<file path="config.mk">
export PLATFORM = sky130hd
export DESIGN_NAME = sap1_datapath
export DESIGN_NICKNAME = d
export VERILOG_FILES = /design/src/rtl/sap1_datapath.sv
export SDC_FILE = /design/constraint.sdc
export NUM_CORES = 1
export LEC_CHECK = 0
export BUFFER_PORTS_ARGS = -buffer_cell sky130_fd_sc_hd__buf_2
export CAP_MARGIN = 20
export CORE_UTILIZATION = 35
export CTS_CLUSTER_SIZE = 30
export DETAILED_ROUTE_END_ITERATION = 16
export GPL_ROUTABILITY_DRIVEN = 0
export SLEW_MARGIN = 5
export SYNTH_ARGS = -nofsm -noshare
export SYNTH_HDL_FRONTEND = slang
export SYNTH_SLANG_ARGS = --single-unit
</file>
<file path="constraint.sdc">
create_clock -name clk_i -period 2.57 [get_ports clk_i]
set_clock_uncertainty 0.05 [all_clocks]
set_input_delay 0.1285 -clock clk_i [delete_from_list [all_inputs] [get_ports clk_i]]
set_output_delay 0.1285 -clock clk_i [all_outputs]
set_load 0.01 [all_outputs]
</file>
<file path="src/rtl/sap1_datapath.sv">
`default_nettype none
// ============================================================================
//  Module      : sap1_datapath
//  Description : Register-transfer datapath of the SAP-1 computer. It applies
//                the controller's registered 12-bit control word each cycle.
//                It contains PC, MAR, a 16x8 RAM, IR, A, B, the
//                adder/subtractor, carry/zero flags, a sticky halt latch and
//                a sticky bus-conflict flag. A loader port writes the RAM
//                directly.
//  Ports       :
//      clk_i           sole clock, rising-edge
//      rst_ni          asynchronous active-low reset
//      ctrl_i[11:0]    control word: [11] HLT, [10] PC_INC, [9] PC_EN,
//                      [8] MEM_LOAD, [7] MEM_EN, [6] IR_LOAD, [5] IR_EN,
//                      [4] A_LOAD, [3] A_EN, [2] B_LOAD, [1] ADDER_SUB,
//                      [0] ADDER_EN
//      prog_we_i       RAM write strobe from the program loader
//      prog_addr_i     RAM write address
//      prog_data_i     RAM write data
//      opcode_o        IR[7:4], returned to the controller
//      bus_o           current (combinational) bus value
//      a_out_o         A register
//      pc_out_o        program counter
//      carry_o         carry flag
//      zero_o          zero flag
//      halted_o        sticky halt latch
//      bus_conflict_o  sticky multi-driver error flag
//  Revision    : 1.0  initial release
// ============================================================================
module sap1_datapath #(
    parameter int DATA_W = 8,
    parameter int ADDR_W = 4
) (
    input  logic              clk_i,
    input  logic              rst_ni,
    input  logic [11:0]       ctrl_i,
    input  logic              prog_we_i,
    input  logic [ADDR_W-1:0] prog_addr_i,
    input  logic [DATA_W-1:0] prog_data_i,
    output logic [3:0]        opcode_o,
    output logic [DATA_W-1:0] bus_o,
    output logic [DATA_W-1:0] a_out_o,
    output logic [ADDR_W-1:0] pc_out_o,
    output logic              carry_o,
    output logic              zero_o,
    output logic              halted_o,
    output logic              bus_conflict_o
);

    // Control word bit positions
    localparam int c_HLT       = 11;
    localparam int c_PC_INC    = 10;
    localparam int c_PC_EN     = 9;
    localparam int c_MEM_LOAD  = 8;
    localparam int c_MEM_EN    = 7;
    localparam int c_IR_LOAD   = 6;
    localparam int c_IR_EN     = 5;
    localparam int c_A_LOAD    = 4;
    localparam int c_A_EN      = 3;
    localparam int c_B_LOAD    = 2;
    localparam int c_ADDER_SUB = 1;
    localparam int c_ADDER_EN  = 0;

    localparam int c_DEPTH = 2 ** ADDR_W;

    // ------------------------------------------------------------------
    // State
    // ------------------------------------------------------------------
    logic [ADDR_W-1:0] pc_q,  pc_d;
    logic [ADDR_W-1:0] mar_q, mar_d;
    logic [DATA_W-1:0] ir_q,  ir_d;
    logic [DATA_W-1:0] a_q,   a_d;
    logic [DATA_W-1:0] b_q,   b_d;
    logic              carry_q,    carry_d;
    logic              zero_q,     zero_d;
    logic              halted_q,   halted_d;
    logic              conflict_q, conflict_d;

    logic [DATA_W-1:0] mem_q [c_DEPTH];

    // ------------------------------------------------------------------
    // Combinational datapath
    // ------------------------------------------------------------------
    logic [DATA_W-1:0] w_mem_rd;
    logic [DATA_W-1:0] w_b_op;
    logic [DATA_W:0]   w_sum;
    logic [DATA_W-1:0] w_alu;
    logic              w_cout;
    logic [DATA_W-1:0] w_bus;
    logic [4:0]        w_drv;
    logic              w_multi;
    logic              w_run;

    // Asynchronous read at MAR; a same-edge loader write is seen next cycle.
    assign w_mem_rd = mem_q[mar_q];

    // Subtraction is A + ~B + 1; the carry out of that sum is the
    // no-borrow indication (set iff A >= B unsigned).
    assign w_b_op = b_q ^ {DATA_W{ctrl_i[c_ADDER_SUB]}};
    assign w_sum  = {1'b0, a_q} + {1'b0, w_b_op}
                  + {{DATA_W{1'b0}}, ctrl_i[c_ADDER_SUB]};
    assign w_alu  = w_sum[DATA_W-1:0];
    assign w_cout = w_sum[DATA_W];

    // Enabled bus drivers, highest priority in the MSB.
    assign w_drv = {ctrl_i[c_ADDER_EN], ctrl_i[c_A_EN], ctrl_i[c_MEM_EN],
                    ctrl_i[c_IR_EN], ctrl_i[c_PC_EN]};

    // More than one bit set: clearing the lowest set bit leaves a residue.
    assign w_multi = |(w_drv & (w_drv - 5'd1));

    // Priority mux: ADDER > A > MEM > IR > PC, zero when undriven.
    always_comb begin
        w_bus = {DATA_W{1'b0}};
        if (ctrl_i[c_ADDER_EN]) begin
            w_bus = w_alu;
        end else if (ctrl_i[c_A_EN]) begin
            w_bus = a_q;
        end else if (ctrl_i[c_MEM_EN]) begin
            w_bus = w_mem_rd;
        end else if (ctrl_i[c_IR_EN]) begin
            w_bus = {{(DATA_W-4){1'b0}}, ir_q[3:0]};
        end else if (ctrl_i[c_PC_EN]) begin
            w_bus = {{(DATA_W-ADDR_W){1'b0}}, pc_q};
        end
    end

    // Once the halt latch is set, every control-driven update is frozen.
    assign w_run = ~halted_q;

    // ------------------------------------------------------------------
    // Next-state logic; every load samples the pre-edge bus so A_LOAD
    // together with A_EN/ADDER_EN has no loop through the register.
    // ------------------------------------------------------------------
    always_comb begin
        pc_d       = pc_q;
        mar_d      = mar_q;
        ir_d       = ir_q;
        a_d        = a_q;
        b_d        = b_q;
        carry_d    = carry_q;
        zero_d     = zero_q;
        halted_d   = halted_q | ctrl_i[c_HLT];
        conflict_d = conflict_q;

        if (w_run) begin
            if (ctrl_i[c_PC_INC]) begin
                pc_d = pc_q + {{(ADDR_W-1){1'b0}}, 1'b1};
            end
            if (ctrl_i[c_MEM_LOAD]) begin
                mar_d = w_bus[ADDR_W-1:0];
            end
            if (ctrl_i[c_IR_LOAD]) begin
                ir_d = w_bus;
            end
            if (ctrl_i[c_A_LOAD]) begin
                a_d = w_bus;
            end
            if (ctrl_i[c_B_LOAD]) begin
                b_d = w_bus;
            end
            // Flags track only an ALU result that is written back to A.
            if (ctrl_i[c_ADDER_EN] && ctrl_i[c_A_LOAD]) begin
                carry_d = w_cout;
                zero_d  = (w_alu == {DATA_W{1'b0}});
            end
            if (w_multi) begin
                conflict_d = 1'b1;
            end
        end
    end

    always_ff @(posedge clk_i or negedge rst_ni) begin
        if (!rst_ni) begin
            pc_q       <= '0;
            mar_q      <= '0;
            ir_q       <= '0;
            a_q        <= '0;
            b_q        <= '0;
            carry_q    <= 1'b0;
            zero_q     <= 1'b0;
            halted_q   <= 1'b0;
            conflict_q <= 1'b0;
        end else begin
            pc_q       <= pc_d;
            mar_q      <= mar_d;
            ir_q       <= ir_d;
            a_q        <= a_d;
            b_q        <= b_d;
            carry_q    <= carry_d;
            zero_q     <= zero_d;
            halted_q   <= halted_d;
            conflict_q <= conflict_d;
        end
    end

    // RAM has no reset so a loaded program survives a reset pulse, and the
    // loader may write at any time, including while halted or in reset.
    always_ff @(posedge clk_i) begin
        if (prog_we_i) begin
            mem_q[prog_addr_i] <= prog_data_i;
        end
    end

    // ------------------------------------------------------------------
    // Outputs
    // ------------------------------------------------------------------
    assign opcode_o       = ir_q[DATA_W-1:DATA_W-4];
    assign bus_o          = w_bus;
    assign a_out_o        = a_q;
    assign pc_out_o       = pc_q;
    assign carry_o        = carry_q;
    assign zero_o         = zero_q;
    assign halted_o       = halted_q;
    assign bus_conflict_o = conflict_q;

endmodule
`default_nettype wire

</file>
==> results_dict.tcl <==
set metrics [dict create \
    worst_ep_required_time_ps 2390 \
    layout.cells.most_common_list "sky130_fd_sc_hd__edfxtp_1 (128), sky130_fd_sc_hd__buf_2 (51), sky130_fd_sc_hd__buf_4 (47)" \
    area_growth_syn_to_layout_pct 23.6 \
    maximum_frequency_from_static_timing_analysis_mhz 362 \
    syn_area_per_cell_um2 15.0 \
    final_net_count 622 \
    initial_core_util_pct 35.7 \
    irDropWorstVdd_mv 0.396 \
    cts_h_tree_depth 4 \
    timing.critical_path.from_type "flop" \
    postSynthRegisterBits 164 \
    overflow 0 \
    rsz0062_at_grt "yes" \
    pwr-share-clk_pct 31.9 \
    setup_ws_ps -190 \
    cts_num_sinks 164 \
    power.share.combinational_pct 25.1 \
    yosys-top-cells-area "sky130_fd_sc_hd__edfxtp_1 (53%), sky130_fd_sc_hd__dfrtp_1 (12%), sky130_fd_sc_hd__mux4_2 (7.5%), sky130_fd_sc_hd__mux4_1 (2.9%), sky130_fd_sc_hd__nand2_1 (2.5%)" \
    max-clock-path-buffers 2 \
    design.die.area_um2 21200 \
    fp.dieW_um 146 \
    net-switching-power_uw 2090 \
    internal_power_uw 5140 \
    insertion_delay_ps 430 \
    leakage_uw 0.00325 \
    seq_area_frac_synth_pct 65.6 \
    final-max-slew-violation-count 0 \
    critical_path.max_stage_delay_ps 480 \
    grt_use_met2_pct 26.9 \
    rows 52 \
    die_y_um 146 \
    critical_path_start_end_classification "reg2out" \
    final_non_filler_cells 867 \
    synth-main-ff-cell "sky130_fd_sc_hd__edfxtp_1" \
    setup-violations-final 7 \
    period_share_pct 107 \
    drc_errors 0 \
    cts_buffers 17 \
    syn_area_um2 7230 \
    multiInputGateArea_um2 2470 \
    antenna_cells_inserted 0 \
    vias 4537 \
    num_io_pins 55 \
    cp_num_buf_inv 1 \
    mostFrequentLayoutCell "sky130_fd_sc_hd__edfxtp_1" \
    clock_tree_from_tritoncts "yes" \
    relSlewSlack_pct 44.0 \
    core_um2 20200 \
    wl_per_cell_um 19.9 \
    final.hold.worst_slack_ps 16.4 \
    syn-instance-count 481 \
    path_max_fanout 5 \
    endpoint_kind "output pin" \
    global_route_wire_length_before_repair_mm 26.5 \
    via_per_inst 5.23 \
    antenna_found_initial 0 \
    maxCapViolCount 0 \
    synth.lib_cells_used.distinct 56 \
    async_flop_share_pct 22.0 \
    first_global_vias 4566 \
    cellPowerDensity_nw_per_um2 809 \
    synth_top_cell_area_share_pct 53.2 \
    cp_top_family "compound AO/OA/AOI/OAI gates" \
    final.setup.tns_ps -784 \
    cts.reportedPaths.clkPinSlew_ps 60 \
    min_path_type "in2reg" \
    area.sequential_um2 4750 \
    fillCellCount 1793 \
    groute.layer.met1.usage_pct 22.8 \
    number_of_enable_type_register_cells_in_the_synthesized_netlist 128 \
    number_of_placed_instances_with_taps_included 813 \
    gr-max-usage-layer "met2" \
    route.final.wire_length_mm 17.2 \
    hold_viol_final 0 \
    detailed_place_hpwl_mm 11.7 \
    grt_max_degree 37 \
    drive_gt1_share_pct 33.2 \
    drt_pass1_iterations 7 \
    run_status "finished, violations left" \
    cts_root_buffer "sky130_fd_sc_hd__clkbuf_16" \
    cp.arrival_ps 2580 \
    io_buffers 54 \
    syn-num-nets 519 \
    yosys_warnings 0 \
    global_route.usage.met3_pct 4.08 \
    worst_pin_slew_ps 839 \
    slowest_stage "sky130_fd_sc_hd__dfrtp_1" \
    share_of_total_power_consumed_by_net_switching_pct 28.9 \
    failed_checks "negative setup slack" \
    ant_nets_after_route 0 \
    drtIter0Drc 291 \
    crit_path_cell_chain "mux2i_4 > fa_2 > nand3b_1 > a21boi_2 > nor4_2 > a311oi_2 > mux2i_1 > buf_2" \
    power_frac_seq_pct 43.0 \
    most_area_hungry_cell_type_in_the_yosys_netlist "sky130_fd_sc_hd__edfxtp_1" \
    finalCriticalPeriod_ps 2760 \
    grt.total_usage_pct 16.8 \
]
## timing repair
item | 4_1_cts | 5_1_grt
hold buffers | 2 | 0
gates cloned | 1 | 0
buffers inserted | 13 | 7
endpoints found under the hold margin | 37 | 0
setup endpoints to repair | 8 | 12
gates resized for setup | 27 | 22
pin swaps | 11 | 12
## cell usage after synthesis (2+ instances only)
cell type / instances
sky130_fd_sc_hd__a22oi_1: 3
sky130_fd_sc_hd__nor3_1: 8
sky130_fd_sc_hd__nand3b_1: 7
sky130_fd_sc_hd__a221oi_1: 4
sky130_fd_sc_hd__a21boi_0: 3
sky130_fd_sc_hd__nand4_1: 2
sky130_fd_sc_hd__nor2_1: 37
sky130_fd_sc_hd__mux2i_1: 10
sky130_fd_sc_hd__a21oi_1: 16
sky130_fd_sc_hd__clkbuf_1: 10
sky130_fd_sc_hd__o31ai_1: 2
sky130_fd_sc_hd__a31oi_1: 8
sky130_fd_sc_hd__nand2b_1: 9
sky130_fd_sc_hd__mux2_2: 3
sky130_fd_sc_hd__o221ai_1: 3
sky130_fd_sc_hd__nand3_1: 4
sky130_fd_sc_hd__nor3b_1: 2
sky130_fd_sc_hd__ha_1: 10
sky130_fd_sc_hd__dfrtp_1: 36
sky130_fd_sc_hd__buf_1: 6
sky130_fd_sc_hd__mux4_1: 8
sky130_fd_sc_hd__xor2_1: 11
sky130_fd_sc_hd__edfxtp_1: 128
sky130_fd_sc_hd__a221o_1: 4
sky130_fd_sc_hd__mux4_2: 24
sky130_fd_sc_hd__o21ai_0: 17
sky130_fd_sc_hd__o21ai_1: 3
sky130_fd_sc_hd__nor2b_1: 6
sky130_fd_sc_hd__inv_1: 9
sky130_fd_sc_hd__buf_2: 4
sky130_fd_sc_hd__xnor2_1: 4
sky130_fd_sc_hd__a211oi_1: 3
sky130_fd_sc_hd__nor4_1: 3
sky130_fd_sc_hd__nand2_1: 48
sky130_fd_sc_hd__buf_4: 5
## flip-flops by register name (all words and copies together) (netlist names)
signal / cells
bus_conflict_o: 1
a_out_o: 8
carry_o: 1
ir_q: 8
mem_q: 128
mar_q: 4
pc_out_o: 4
halted_o: 1
b_q: 8
zero_o: 1
## per-layer routing
layer | up-vias | wire, µm
met5 | - | 0
met3 | 24 | 908
met4 | 0 | 285
li1 | 2065 | -
met1 | 2299 | 7690
met2 | 149 | 8330
## through the flow
stage	cell area, µm²	power, µW	util (%)	setup WS, ps
2_1_floorplan	7230	4050	-	75.9
3_3_place_gp	7980	4540	39.4	206
3_5_place_dp	7980	4570	39.4	179
4_1_cts	8780	7100	43.4	-184
5_1_grt	8940	7540	44.2	-248
6_report	8940	7230	44.2	-190
## worst paths after layout
kind	from	to	slack (ps)	depth (start not counted)
hold reg to reg	bus_conflict_o$_DFFE_PN0P_	bus_conflict_o$_DFFE_PN0P_	430	1
setup reg to reg	b_q[0]$_DFFE_PN0P_	ir_q[6]$_DFFE_PN0P_	80	9
min in group asynchronous	rst_ni	halted_o$_DFF_PN0_	290	2
max in group asynchronous	rst_ni	mar_q[0]$_DFFE_PN0P_	1590	2
hold / removal	prog_data_i[1]	mem_q[4][1]$_DFFE_PP_	20	1
setup / recovery	b_q[0]$_DFFE_PN0P_	bus_o[6]	-190	8
## final cells by class
cell class	instances	share of cell area, %
clock buffer	19	4.84
sequential	164	53.1
timing repair buffer	111	9.17
inverter	9	0.378
tap	270	3.78
multi-input combinational	281	27.6
clock inverter	13	1.13
## worst register-to-register path, stage by stage, from the launching register on
cell,delay [ps]
sky130_fd_sc_hd__dfrtp_1,480
sky130_fd_sc_hd__mux2i_4,260
sky130_fd_sc_hd__fa_2,360
sky130_fd_sc_hd__nand3b_1,220
sky130_fd_sc_hd__a21boi_2,210
sky130_fd_sc_hd__buf_4,140
sky130_fd_sc_hd__a311oi_2,100
sky130_fd_sc_hd__buf_4,160
sky130_fd_sc_hd__buf_4,140
sky130_fd_sc_hd__a221oi_1,280
## power by group through the flow
stage          registers [µW]  logic [µW]  clock network (µW)
2_1_floorplan            3130         911                   0
4_1_cts                  3110        1640                2350
6_report                 3110        1820                2310
5_1_grt                  3120        1960                2460
3_5_place_dp             3170        1400                   0
3_3_place_gp             3160        1380                   0
## logic make-up (layout without fill, tap and decap cells)
| logic type | count (synthesis) | in the layout | share of synthesized area (%) |
|---|---|---|---|
| AOI/OAI and AO/OA | 75 | 75 | 6.82 |
| xor gates and xnor gates | 15 | 15 | 1.82 |
| adders and majority gates | 12 | 12 | 2.15 |
| buffers and inverters | 36 | 152 | 2.46 |
| DFF | 164 | 164 | 65.6 |
| muxes | 46 | 46 | 12.4 |
| and+or+nand+nor | 133 | 133 | 8.67 |
Note: power is estimated with default switching activity, not from simulation.
